[config.mk]
export PLATFORM = sky130hd
export DESIGN_NAME = text_rom_arbiter_flat
export DESIGN_NICKNAME = d
export VERILOG_FILES = /design/src/rtl/text_rom_pkg.sv /design/src/rtl/text_rom_arbiter_if.sv /design/src/rtl/text_rom_arbiter_rr_pick2.sv /design/src/rtl/text_rom_arbiter.sv /design/src/flat_wrapper.sv
export SDC_FILE = /design/constraint.sdc
export NUM_CORES = 1
export LEC_CHECK = 0
export CAP_MARGIN = 20
export CORE_AREA = 8 8 62 64
export CTS_CLUSTER_DIAMETER = 40
export DETAILED_ROUTE_END_ITERATION = 16
export DIE_AREA = 0 0 70 72
export PLACE_DENSITY_LB_ADDON = 0.3
export SLEW_MARGIN = 20
export SYNTH_ARGS = -nofsm -noshare
export SYNTH_HDL_FRONTEND = slang
export SYNTH_SLANG_ARGS = --single-unit
[constraint.sdc]
create_clock -name Clk -period 7.1 [get_ports Clk]
set_input_delay 1.42 -clock Clk [delete_from_list [all_inputs] [get_ports Clk]]
set_output_delay 1.42 -clock Clk [all_outputs]
set_load 0.005 [all_outputs]
[src/rtl/text_rom_pkg.sv]
// Shared constants for the text ROM arbiter: default geometry and owner-state encoding.
package text_rom_pkg;

  localparam int DEF_ADDR_W    = 14;
  localparam int DEF_DATA_W    = 2;
  localparam int DEF_MAX_BURST = 16;

  // Owner state: IDLE means nobody holds a lock, OWNn means requester n keeps the ROM.
  localparam logic [1:0] ST_IDLE = 2'd0;
  localparam logic [1:0] ST_OWN0 = 2'd1;
  localparam logic [1:0] ST_OWN1 = 2'd2;

endpackage

[src/rtl/text_rom_arbiter_if.sv]
// Bundle of requester, ROM and response signals shared between the arbiter and its clients.
interface text_rom_arbiter_if
  import text_rom_pkg::*;
#(
  parameter int ADDR_W = DEF_ADDR_W,
  parameter int DATA_W = DEF_DATA_W
);
  logic              req0;
  logic              req1;
  logic [ADDR_W-1:0] addr0;
  logic [ADDR_W-1:0] addr1;
  logic              lock0;
  logic              lock1;
  logic              gnt0;
  logic              gnt1;
  logic [ADDR_W-1:0] rom_addr;
  logic [DATA_W-1:0] rom_data;
  logic              rsp_valid;
  logic              rsp_id;
  logic [DATA_W-1:0] rsp_data;

  // Client side: requesters plus the ROM that answers rom_addr.
  modport master (
    output req0, req1, addr0, addr1, lock0, lock1, rom_data,
    input  gnt0, gnt1, rom_addr, rsp_valid, rsp_id, rsp_data
  );

  modport slave (
    input  req0, req1, addr0, addr1, lock0, lock1, rom_data,
    output gnt0, gnt1, rom_addr, rsp_valid, rsp_id, rsp_data
  );
endinterface

[src/rtl/text_rom_arbiter_rr_pick2.sv]
// Two-way round-robin pick: a lone request wins, a tie goes to the favoured side.
module rr_pick2 (
  input  logic [1:0] req_i,
  input  logic       prio_i,   // 0 favours requester 0, 1 favours requester 1
  output logic [1:0] gnt_o
);

  always_comb begin
    gnt_o = req_i;
    if (req_i == 2'b11) begin
      gnt_o = prio_i ? 2'b10 : 2'b01;
    end
  end

endmodule

[src/rtl/text_rom_arbiter.sv]
// Arbitrates two glyph fetchers onto one synchronous-read ROM with lockable bursts.
module text_rom_arbiter
  import text_rom_pkg::*;
#(
  parameter int ADDR_W    = DEF_ADDR_W,
  parameter int DATA_W    = DEF_DATA_W,
  parameter int MAX_BURST = DEF_MAX_BURST
) (
  input logic               Clk,
  input logic               Reset,
  text_rom_arbiter_if.slave bus
);

  localparam int              CNT_W   = $clog2(MAX_BURST) + 1;
  localparam logic [CNT_W-1:0] CNT_MAX = CNT_W'(MAX_BURST);
  localparam logic [CNT_W-1:0] CNT_ONE = CNT_W'(1);

  logic [1:0]        state_q, state_d;
  logic [CNT_W-1:0]  cnt_q, cnt_d;
  logic              ptr_q, ptr_d;
  logic [ADDR_W-1:0] addr_q, addr_d;
  logic              rsp_valid_q, rsp_valid_d;
  logic              rsp_id_q, rsp_id_d;
  logic [1:0]        rr_gnt;
  logic [1:0]        gnt;
  logic              gnt_any;
  logic              gnt_lock;

  rr_pick2 u_pick (
    .req_i  ({bus.req1, bus.req0}),
    .prio_i (ptr_q),
    .gnt_o  (rr_gnt)
  );

  // Owner keeps the ROM while it requests; grants are suppressed for the whole reset pulse.
  always_comb begin
    case (state_q)
      ST_OWN0: gnt = {1'b0, bus.req0};
      ST_OWN1: gnt = {bus.req1, 1'b0};
      default: gnt = rr_gnt;
    endcase
    if (Reset) begin
      gnt = 2'b00;
    end
  end

  assign gnt_any  = |gnt;
  assign gnt_lock = gnt[1] ? bus.lock1 : bus.lock0;

  always_comb begin
    state_d     = ST_IDLE;
    cnt_d       = '0;
    ptr_d       = ptr_q;
    addr_d      = addr_q;
    rsp_valid_d = gnt_any;
    rsp_id_d    = gnt[1];
    if (gnt_any) begin
      // Point at whoever was not just served; this also hands over after a forced release.
      ptr_d  = gnt[0];
      addr_d = gnt[1] ? bus.addr1 : bus.addr0;
      cnt_d  = (state_q == ST_IDLE) ? CNT_ONE : cnt_q + CNT_ONE;
      if (gnt_lock && (cnt_d < CNT_MAX)) begin
        state_d = gnt[1] ? ST_OWN1 : ST_OWN0;
      end else begin
        cnt_d = '0;
      end
    end
  end

  always_ff @(posedge Clk or posedge Reset) begin
    if (Reset) begin
      state_q     <= ST_IDLE;
      cnt_q       <= '0;
      ptr_q       <= 1'b0;
      addr_q      <= '0;
      rsp_valid_q <= 1'b0;
      rsp_id_q    <= 1'b0;
    end else begin
      state_q     <= state_d;
      cnt_q       <= cnt_d;
      ptr_q       <= ptr_d;
      addr_q      <= addr_d;
      rsp_valid_q <= rsp_valid_d;
      rsp_id_q    <= rsp_id_d;
    end
  end

  assign bus.gnt0      = gnt[0];
  assign bus.gnt1      = gnt[1];
  assign bus.rom_addr  = addr_d;
  assign bus.rsp_valid = rsp_valid_q;
  assign bus.rsp_id    = rsp_id_q;
  assign bus.rsp_data  = bus.rom_data;

endmodule

[src/flat_wrapper.sv]
// flat-port wrapper written by rule: the top's interface ports become plain ports
module text_rom_arbiter_flat import text_rom_pkg::*;
#(
  parameter int ADDR_W    = DEF_ADDR_W,
  parameter int DATA_W    = DEF_DATA_W,
  parameter int MAX_BURST = DEF_MAX_BURST
)
  (Clk, Reset, bus_req0, bus_req1, bus_addr0, bus_addr1, bus_lock0, bus_lock1, bus_rom_data, bus_gnt0, bus_gnt1, bus_rom_addr, bus_rsp_valid, bus_rsp_id, bus_rsp_data);
  text_rom_arbiter_if #(.ADDR_W(ADDR_W), .DATA_W(DATA_W)) bus_i ();
  input logic Clk;
  input logic Reset;
  input wire logic [$bits(bus_i.req0)-1:0] bus_req0;
  input wire logic [$bits(bus_i.req1)-1:0] bus_req1;
  input wire logic [$bits(bus_i.addr0)-1:0] bus_addr0;
  input wire logic [$bits(bus_i.addr1)-1:0] bus_addr1;
  input wire logic [$bits(bus_i.lock0)-1:0] bus_lock0;
  input wire logic [$bits(bus_i.lock1)-1:0] bus_lock1;
  input wire logic [$bits(bus_i.rom_data)-1:0] bus_rom_data;
  output wire logic [$bits(bus_i.gnt0)-1:0] bus_gnt0;
  output wire logic [$bits(bus_i.gnt1)-1:0] bus_gnt1;
  output wire logic [$bits(bus_i.rom_addr)-1:0] bus_rom_addr;
  output wire logic [$bits(bus_i.rsp_valid)-1:0] bus_rsp_valid;
  output wire logic [$bits(bus_i.rsp_id)-1:0] bus_rsp_id;
  output wire logic [$bits(bus_i.rsp_data)-1:0] bus_rsp_data;
  assign bus_i.req0 = bus_req0;
  assign bus_i.req1 = bus_req1;
  assign bus_i.addr0 = bus_addr0;
  assign bus_i.addr1 = bus_addr1;
  assign bus_i.lock0 = bus_lock0;
  assign bus_i.lock1 = bus_lock1;
  assign bus_i.rom_data = bus_rom_data;
  assign bus_gnt0 = bus_i.gnt0;
  assign bus_gnt1 = bus_i.gnt1;
  assign bus_rom_addr = bus_i.rom_addr;
  assign bus_rsp_valid = bus_i.rsp_valid;
  assign bus_rsp_id = bus_i.rsp_id;
  assign bus_rsp_data = bus_i.rsp_data;
  text_rom_arbiter #(.ADDR_W(ADDR_W), .DATA_W(DATA_W), .MAX_BURST(MAX_BURST)) u_core (.Clk(Clk), .Reset(Reset), .bus(bus_i));
endmodule
Word level (Yosys, flattened, before mapping):

Cells that the tools add are included.

* output and inout port bits: 20
* bits in registers: 24
* bits of input ports: 36
* word-level logic and storage cells: 27

* add/subtract/negate cells: 1
* eq/ne operators: 3
* reductions and logical operators: 3
* multiplexer cells: 13
* magnitude comparators: 1

Operator list (number)
* 14-bit 2-to-1 mux: 2
* 5-bit 2-to-1 mux: 3
* 2-bit 2-to-1 mux: 6
* 5-bit by 1-bit adder with 5-bit output (second input constant): 1
* 5-bit less-than comparator (second input constant): 1
* 2-bit == test (second input constant): 2
* 2-bit case mux with 2 select lines: 1
* 2-bit by 1-bit == test with 1-bit output (second input constant): 1
* 2-bit logical NOT: 1
* 2-bit OR reduction: 1
* 1-bit logical AND: 1
* 1-bit 2-to-1 mux: 1

Longest topological paths before layout:

Gate-level depths: netlist of run 1.

* depth after elaboration: 8
* mapped depth: 8
* depth with buffers taken out: 6

By module:

From an unflattened synthesis of run 1, not the netlist that was laid out.

* cells, all modules: 132
* area total of the unflattened synthesis: 1326.3 µm²

By module, submodules not included
* text_rom_arbiter: cells an instance 129, times used 1, area each 1307.5 µm²
* rr_pick2: cells an instance 3, times used 1, area each 18.8 µm²

Worst setup path before layout of run 1:

Ideal clock, no wire load.

* path kind: input -> output
* start: input Reset
* end: output bus_rom_addr[10]
* setup slack: 2794 ps
* data required time: 5680 ps
* arrival time: 2886 ps
* stages on the path: 6
* buffers on the path: 2
* cell sequence: inv_1 -> o2111ai_1 -> buf_2 -> buf_4 -> mux2i_1 -> o21ai_0

* word-level cells in the longest chain between the ends: 3

Ends and longest elaborated chain
* from (decl): RTL line flat_wrapper.sv:11 `input logic Reset;`
* 2-bit 2-to-1 mux (*): RTL line text_rom_arbiter.sv:42 `if (Reset) begin`
* 14-bit 2-to-1 mux or 2-bit OR reduction (tied branches): RTL line text_rom_arbiter.sv:60, text_rom_arbiter.sv:47
* 14-bit 2-to-1 mux (*): RTL line text_rom_arbiter.sv:57 `if (gnt_any) begin`
* to (decl): RTL line flat_wrapper.sv:21 `output wire logic [$bits(bus_i.rom_addr)-1:0] bus_rom_addr;`

Every way passes the cells marked *; elsewhere a longest branch is shown, timed or not.

Worst setup path after layout of run 1:

* start: input Reset
* end: output bus_rom_addr[1]

The elaborated chain is that of the path after synthesis.

==> impl_metrics.py, run 1 <==
metrics = {
    "logic_synthesis": {
        "synth_nets": 155,
        "synthTopCellsByCount": "24 x dfrtp_1, 18 x nand2_1, 15 x o21ai_0",
        "synthAdderAreaFrac_pct": 4.18,
        "synthFlopType": "dfrtp_1",
        "synth-xor-area-share_pct": 1.46,
        "synthDistinctLibCells": 31,
        "yosysSeqAreaShare_pct": 50.1,
        "ys_seq_elements": 24,
        "synth_top_family_by_area": "simple AND/OR/NAND/NOR gates",
        "async_flop_share_pct": 100,
        "yosys.area_share.simple_pct": 17.2,
        "avgSynthCellArea_um2": 10.4,
        "synth_top_area_share_pct": 50.1,
        "synth-edff-count": 0,
        "synth_area_leader_cell": "dfrtp_1",
        "synth_area_um2": 1200,
        "synth_cells": 115,
        "synth.mux.area_fraction_pct": 11.7,
        "yosysWarnings": 0,
        "synth_area_leaders": "dfrtp_1 50%, mux2i_1 12%, o21ai_0 6.3%",
        "synth_compound_area_share_pct": 9.29,
        "yosys.cell_count.top_type": "dfrtp_1",
    },
    "critical_path": {
        "critical_path_class": "in -> out",
        "rrSetupSlack_ps": 4920,
        "critical_path.cell_chain": "clkdlybuf4s50_1, inv_1, buf_4, o2111ai_4, mux2i_1, o21ai_0, clkdlybuf4s50_1",
        "cp_num_buf_inv": 4,
        "cp.required_ps": 5680,
        "arrival_ps": 3740,
        "crit_path_start_kind": "primary input",
        "crit_family": "buffers and inverters",
        "r2r_cells": 6,
        "end_kind": "primary output",
        "slowest_delay_ps": 570,
        "crit_path_top_delay_cell": "clkdlybuf4s50_1",
        "cp-startpoint": "Reset",
        "reg2reg_to": "u_core.cnt_q[2]",
        "crit_path_max_fanout": 25,
        "r2r-start": "u_core.state_q[0]",
        "path_common_cell": "clkdlybuf4s50_1",
    },
    "cells_and_area": {
        "finalNetCount": 204,
        "synthToLayoutAreaGrowth_pct": 45.8,
        "drive_gt1_share_pct": 4.94,
        "fin_area_um2": 1750,
        "antenna_cells": 0,
        "fin_util_pct": 60.2,
        "nFillCells": 245,
    },
    "global_route": {
        "grt_pass1_wl_mm": 5.00,
        "busiest_layer": "met2",
        "use_met2_pct": 19.8,
        "grt_overflow": 0,
        "grt_usage_pct": 11.9,
        "grt_use_met1_pct": 12.7,
        "grt_pass1_vias": 1087,
        "grt_max_degree": 34,
        "grt.met3_usage_pct": 5.46,
        "antenna_found_initial": 0,
    },
    "route": {
        "detail-route-antenna-nets": 0,
        "drt-pass1-iter-count": 3,
        "drc": 0,
        "drt-total-wl_mm": 3.05,
        "viasPerCell": 5.12,
        "drt_iter0_drc": 43,
        "wire_per_inst_um": 15.6,
        "vias": 999,
    },
    "placed_design": {
        "port_buffers": 51,
        "place_hpwl_mm": 2.39,
        "place_congestion": 0.799,
        "placed_area_um2": 1710,
    },
    "floorplanning": {
        "initial_core_util_pct": 41.3,
        "io_pins": 56,
        "die_w_um": 70,
        "dieArea_um2": 5040,
        "fp.dieH_um": 72,
        "core_um2": 2900,
        "num_rows": 20,
    },
    "clock_tree": {
        "cts_tree": "built",
        "clk_pin_slew_ps": 120,
        "post_cts_resized": 0,
        "clockBufferDepth": 2,
        "cts.sinks": 24,
        "hold_buffers": 0,
        "clk_latency_ps": 310,
        "post-cts-setup-buffer-count": 0,
        "cts_root_buffer": "clkbuf_4",
        "numCtsBuffers": 3,
        "htree_levels": 1,
    },
    "min_path": {
        "hp-start": "u_core.ptr_q",
        "hold_end": "u_core.ptr_q",
        "holdPathStages": 1,
        "hold_path.class": "reg -> reg",
    },
    "sta": {
        "fin_crit_ps": 5160,
        "hold-worst-slack_ps": 518,
        "final_max_slew_viol_count": 0,
        "fmax_mhz": 194,
        "rsz0062_at_grt": "no",
        "skew_ps": 3.76,
        "finalHoldViolations": 0,
        "slew_headroom_pct": 51.3,
        "worst_pin_slew_ps": 730,
        "fin_crit_sh_pct": 72.6,
        "setup_tns_ps": 0,
        "final-setup-viol-count": 0,
    },
    "run": {
        "drv_cap": 0,
    },
    "pwr": {
        "vdd_drop_max_mv": 0.125,
        "power_density_nw_per_um2": 206,
        "cellLeakagePower_nw": 0.785,
    },
    "run_status": {
        "status": "finished clean",
    },
}
## where the power goes
part	leakage (nW)	switching [mW]	internal, mW
registers	0.302	0.00939	0.162
clock network	0.0138	0.0378	0.0198
logic	0.469	0.0525	0.0783
total	0.785	0.0997	0.260
## registers in the layout (all words and copies together), names as in the netlist
name	cells
u_core.ptr_q	1
u_core.state_q	2
u_core.cnt_q	5
u_core.bus.rsp_id	1
u_core.addr_q	14
u_core.bus.rsp_valid	1
## routing by layer
metal / up-vias / share of wire [%]
li1: 485 / -
met1: 474 / 40
met2: 36 / 49
met3: 4 / 9.6
met4: 0 / 1.0
met5: - / 0
## kinds of logic (layout without fill, tap and decap cells)
group                      count (synthesis)  in the layout
muxes                                     14             14
other                                      1              1
AOI/OAI and AO/OA                         20             20
adders and majority gates                  4              4
xor gates and xnor gates                   2              2
and+or+nand+nor                           37             37
DFF                                       24             24
buffers and inverters                     13             60
## layout by cell type, fill, tap and decap left out, drive strengths merged, types with 2 or more instances in the layout
cell           Yosys  final
nor4               2      2
o21ai             15     15
nand2b             3      3
clkdlybuf4s50      0     51
nor2               2      2
nand2             18     18
ha                 4      4
inv                5      5
nor3               3      3
clkbuf             3      3
nor2b              2      2
mux2i             14     14
nand3              2      2
dfrtp             24     24
## worst max-delay path by stage
| stage | end | slack [ps] | cells past startpoint |
|---|---|---|---|
| 6_report | bus_rom_addr[1] | 1940 | 7 |
| 3_3_place_gp | bus_rom_addr[1] | 1650 | 7 |
| 4_1_cts | bus_rom_addr[1] | 1610 | 7 |
| 2_1_floorplan | bus_rom_addr[10] | 2790 | 6 |
| 3_5_place_dp | bus_rom_addr[2] | 1640 | 7 |
| 5_1_grt | bus_rom_addr[1] | 1690 | 7 |
## per-stage QoR
step | worst slack (ps) | std cells | power (mW)
floorplan | 2790 | 115 | 0.226
global route | 1690 | 195 | 0.382
detailed placement | 1640 | 192 | 0.306
finish | 1940 | 195 | 0.360
global placement | 1650 | 192 | 0.303
CTS | 1610 | 195 | 0.365
## area by class of cell
cell class                 instances  area, µm²  area share (%)
multi-input combinational         78        547            31.3
inverter                           5       18.8            1.07
sequential                        24        601            34.4
timing repair buffer              52        518            29.6
tap                               33       41.3            2.36
clock buffer                       3       22.5            1.29
No activity file was read; power rests on OpenSTA's default activity.
==> run 2: changes to the inputs <==
--- a/config.mk
+++ b/config.mk
@@ -6,10 +6,10 @@
 export NUM_CORES = 1
 export LEC_CHECK = 0
 export CAP_MARGIN = 20
-export CORE_AREA = 8 8 62 64
+export CORE_AREA = 8 8 64 66
 export CTS_CLUSTER_DIAMETER = 40
 export DETAILED_ROUTE_END_ITERATION = 16
-export DIE_AREA = 0 0 70 72
+export DIE_AREA = 0 0 72 74
 export PLACE_DENSITY_LB_ADDON = 0.3
 export SLEW_MARGIN = 20
 export SYNTH_ARGS = -nofsm -noshare
==> constraint.sdc (replaced) <==
create_clock -name Clk -period 4.9 [get_ports Clk]
set_input_delay 0.98 -clock Clk [delete_from_list [all_inputs] [get_ports Clk]]
set_output_delay 0.98 -clock Clk [all_outputs]
set_load 0.005 [all_outputs]
==> run 2 against run 1 <==
  * Count of clock-buffer cells in the layout unchanged
  * Sequential share of layout area down 0.24 points
  * Global-route usage is 0.91 points lower
  * Core utilization is 4.8 points lower
  * Combinational power rose by 43%
  * Clock power up 43%
  * Sequential cell count stayed put
  * Cell area increased by 0.72%
  * Via count shrank 5.2%
  * First-iteration DRC count down 7.0%
  * Register-to-register slack lost 2200 ps
  * Largest cell class unchanged
==> impl_metrics.py, run 2 (same netlist as run 1, synthesis figures left out) <==
metrics = {
    "run_status": {
        "status": "finished clean",
    },
    "pwr": {
        "power_density_nw_per_um2": 293,
        "netSwitchingFraction_pct": 27.0,
        "clkPwrFrac_pct": 15.9,
        "cellLeakagePower_nw": 0.789,
        "finalPower_uw": 517,
        "share_comb_of_total_power_pct": 36.2,
        "p_int_uw": 377,
        "vdd_drop_max_mv": 0.156,
        "p_sw_uw": 139,
        "seqPwrFrac_pct": 47.9,
    },
    "critical_path": {
        "critical_path_class": "in -> out",
        "crit_path_start_kind": "primary input",
        "critical_path.cell_chain": "clkdlybuf4s50_1, or3b_1, and3_4, o21ai_0, clkdlybuf4s50_1",
        "cp.required_ps": 3920,
        "r2r_cells": 6,
        "r2r-start": "u_core.state_q[0]",
        "reg2reg_to": "u_core.cnt_q[2]",
        "rrSetupSlack_ps": 2710,
        "slowest_delay_ps": 560,
        "crit_path_max_fanout": 33,
        "cp_num_buf_inv": 2,
        "arrival_ps": 3000,
        "end_kind": "primary output",
        "crit_family": "buffers and inverters",
        "path_common_cell": "clkdlybuf4s50_1",
        "crit_path_top_delay_cell": "clkdlybuf4s50_1",
    },
    "route": {
        "detail-route-antenna-nets": 0,
        "drt-total-wl_mm": 2.84,
        "viasPerCell": 4.53,
        "drt_iter0_drc": 40,
        "vias": 947,
        "drc": 0,
        "drt-pass1-iter-count": 4,
        "wire_per_inst_um": 13.6,
    },
    "sta": {
        "fmax_mhz": 251,
        "final_max_slew_viol_count": 0,
        "skew_ps": 5.08,
        "final-setup-viol-count": 0,
        "fin_crit_sh_pct": 81.2,
        "finalHoldViolations": 0,
        "setup_tns_ps": 0,
        "rsz0062_at_grt": "no",
        "fin_crit_ps": 3980,
    },
    "cells_and_area": {
        "drive_gt1_share_pct": 5.52,
        "synthToLayoutAreaGrowth_pct": 46.9,
        "largest-register": "u_core.addr_q",
        "seq_area_um2": 601,
        "most-common-layout-cells": "51 x clkdlybuf4s50_1, 24 x dfrtp_1, 18 x nand2_1, 15 x o21ai_0, 14 x mux2i_1",
        "final_common_cell": "clkdlybuf4s50_1",
        "reg_top3": "u_core.addr_q x14, u_core.cnt_q x5, u_core.state_q x2",
        "multi_input_area_um2": 536,
        "nFillCells": 283,
        "antenna_cells": 0,
        "largest_register_ffs": 14,
        "finalNetCount": 205,
    },
    "floorplanning": {
        "initial_core_util_pct": 37.7,
        "dieArea_um2": 5330,
        "die_w_um": 72,
        "core_um2": 3180,
        "num_rows": 21,
        "fp.dieH_um": 74,
        "io_pins": 56,
    },
    "min_path": {
        "hold_end": "u_core.ptr_q",
        "holdPathStages": 1,
        "hold_path.class": "reg -> reg",
        "hp-start": "u_core.ptr_q",
    },
    "global_route": {
        "antenna_found_initial": 0,
        "grt_overflow": 0,
        "grt_max_degree": 34,
        "grt_usage_pct": 11.0,
        "grt_pass1_wl_mm": 4.62,
        "grt_pass1_vias": 1057,
    },
    "clock_tree": {
        "hold_buffers": 0,
        "cts_root_buffer": "clkbuf_4",
        "clockBufferDepth": 2,
        "clk_latency_ps": 300,
        "numCtsBuffers": 3,
        "htree_levels": 1,
        "cts_tree": "built",
        "cts.sinks": 24,
        "post-cts-setup-buffer-count": 0,
        "post_cts_resized": 0,
        "clk_pin_slew_ps": 120,
    },
    "placed_design": {
        "port_buffers": 51,
        "place_congestion": 0.703,
        "place_hpwl_mm": 2.19,
    },
    "run": {
        "drv_cap": 0,
    },
}
==> run 2: changes by cell type in the layout (fill, tap and decap cells not counted) <==
cell,change
o2111ai_2,+1
buf_4,+1
o2111ai_4,-1
==> run 2: layer usage <==
layer	track usage, %	vias up	routed length (µm)	share of wire [%]
li1	-	485	-	-
met1	12.2	427	1210	43
met4	3.40	0	13	0.46
met3	4.85	2	224	7.9
met2	18.5	33	1390	49
met5	0	-	0	0
==> run 2: stage by stage <==
step           cells  cell area [µm²]  hold slack [ps]  util, %  setup WS (ps)
6_report         209             1760              521     55.4            920
4_1_cts          209             1760              526     55.4            893
3_3_place_gp     206             1740              489     54.7           1000
3_5_place_dp     206             1740              498     54.7            887
5_1_grt          209             1760              558     55.4            801
2_1_floorplan    115             1200              466        -           1470
==> run 2: worst max path at each step <==
stage	slack (ps)	endpoint	startpoint	cells past startpoint
global route	800	bus_rom_addr[0]	bus_req0	5
global placement	1000	bus_rom_addr[0]	bus_req0	5
CTS	890	bus_rom_addr[5]	bus_req0	5
floorplan	1470	bus_rom_addr[10]	Reset	6
finish	920	bus_rom_addr[5]	bus_req0	5
detailed placement	890	bus_rom_addr[5]	bus_req0	5
==> run 2: power by group through the flow <==
stage               registers, mW  clock network [mW]  logic, mW
finish                      0.247              0.0824      0.187
global route                0.251              0.0958      0.207
CTS                         0.248              0.0868      0.190
detailed placement          0.252                   0      0.188
global placement            0.250                   0      0.187
floorplan                   0.248                   0     0.0792
==> run 2: area by class of cell <==
class	count	area share, %
Tap cell	46	3.27
Multi-Input combinational cell	78	30.4
Clock buffer	3	1.28
Inverter	5	1.07
Timing Repair Buffer	53	29.9
Sequential cell	24	34.1
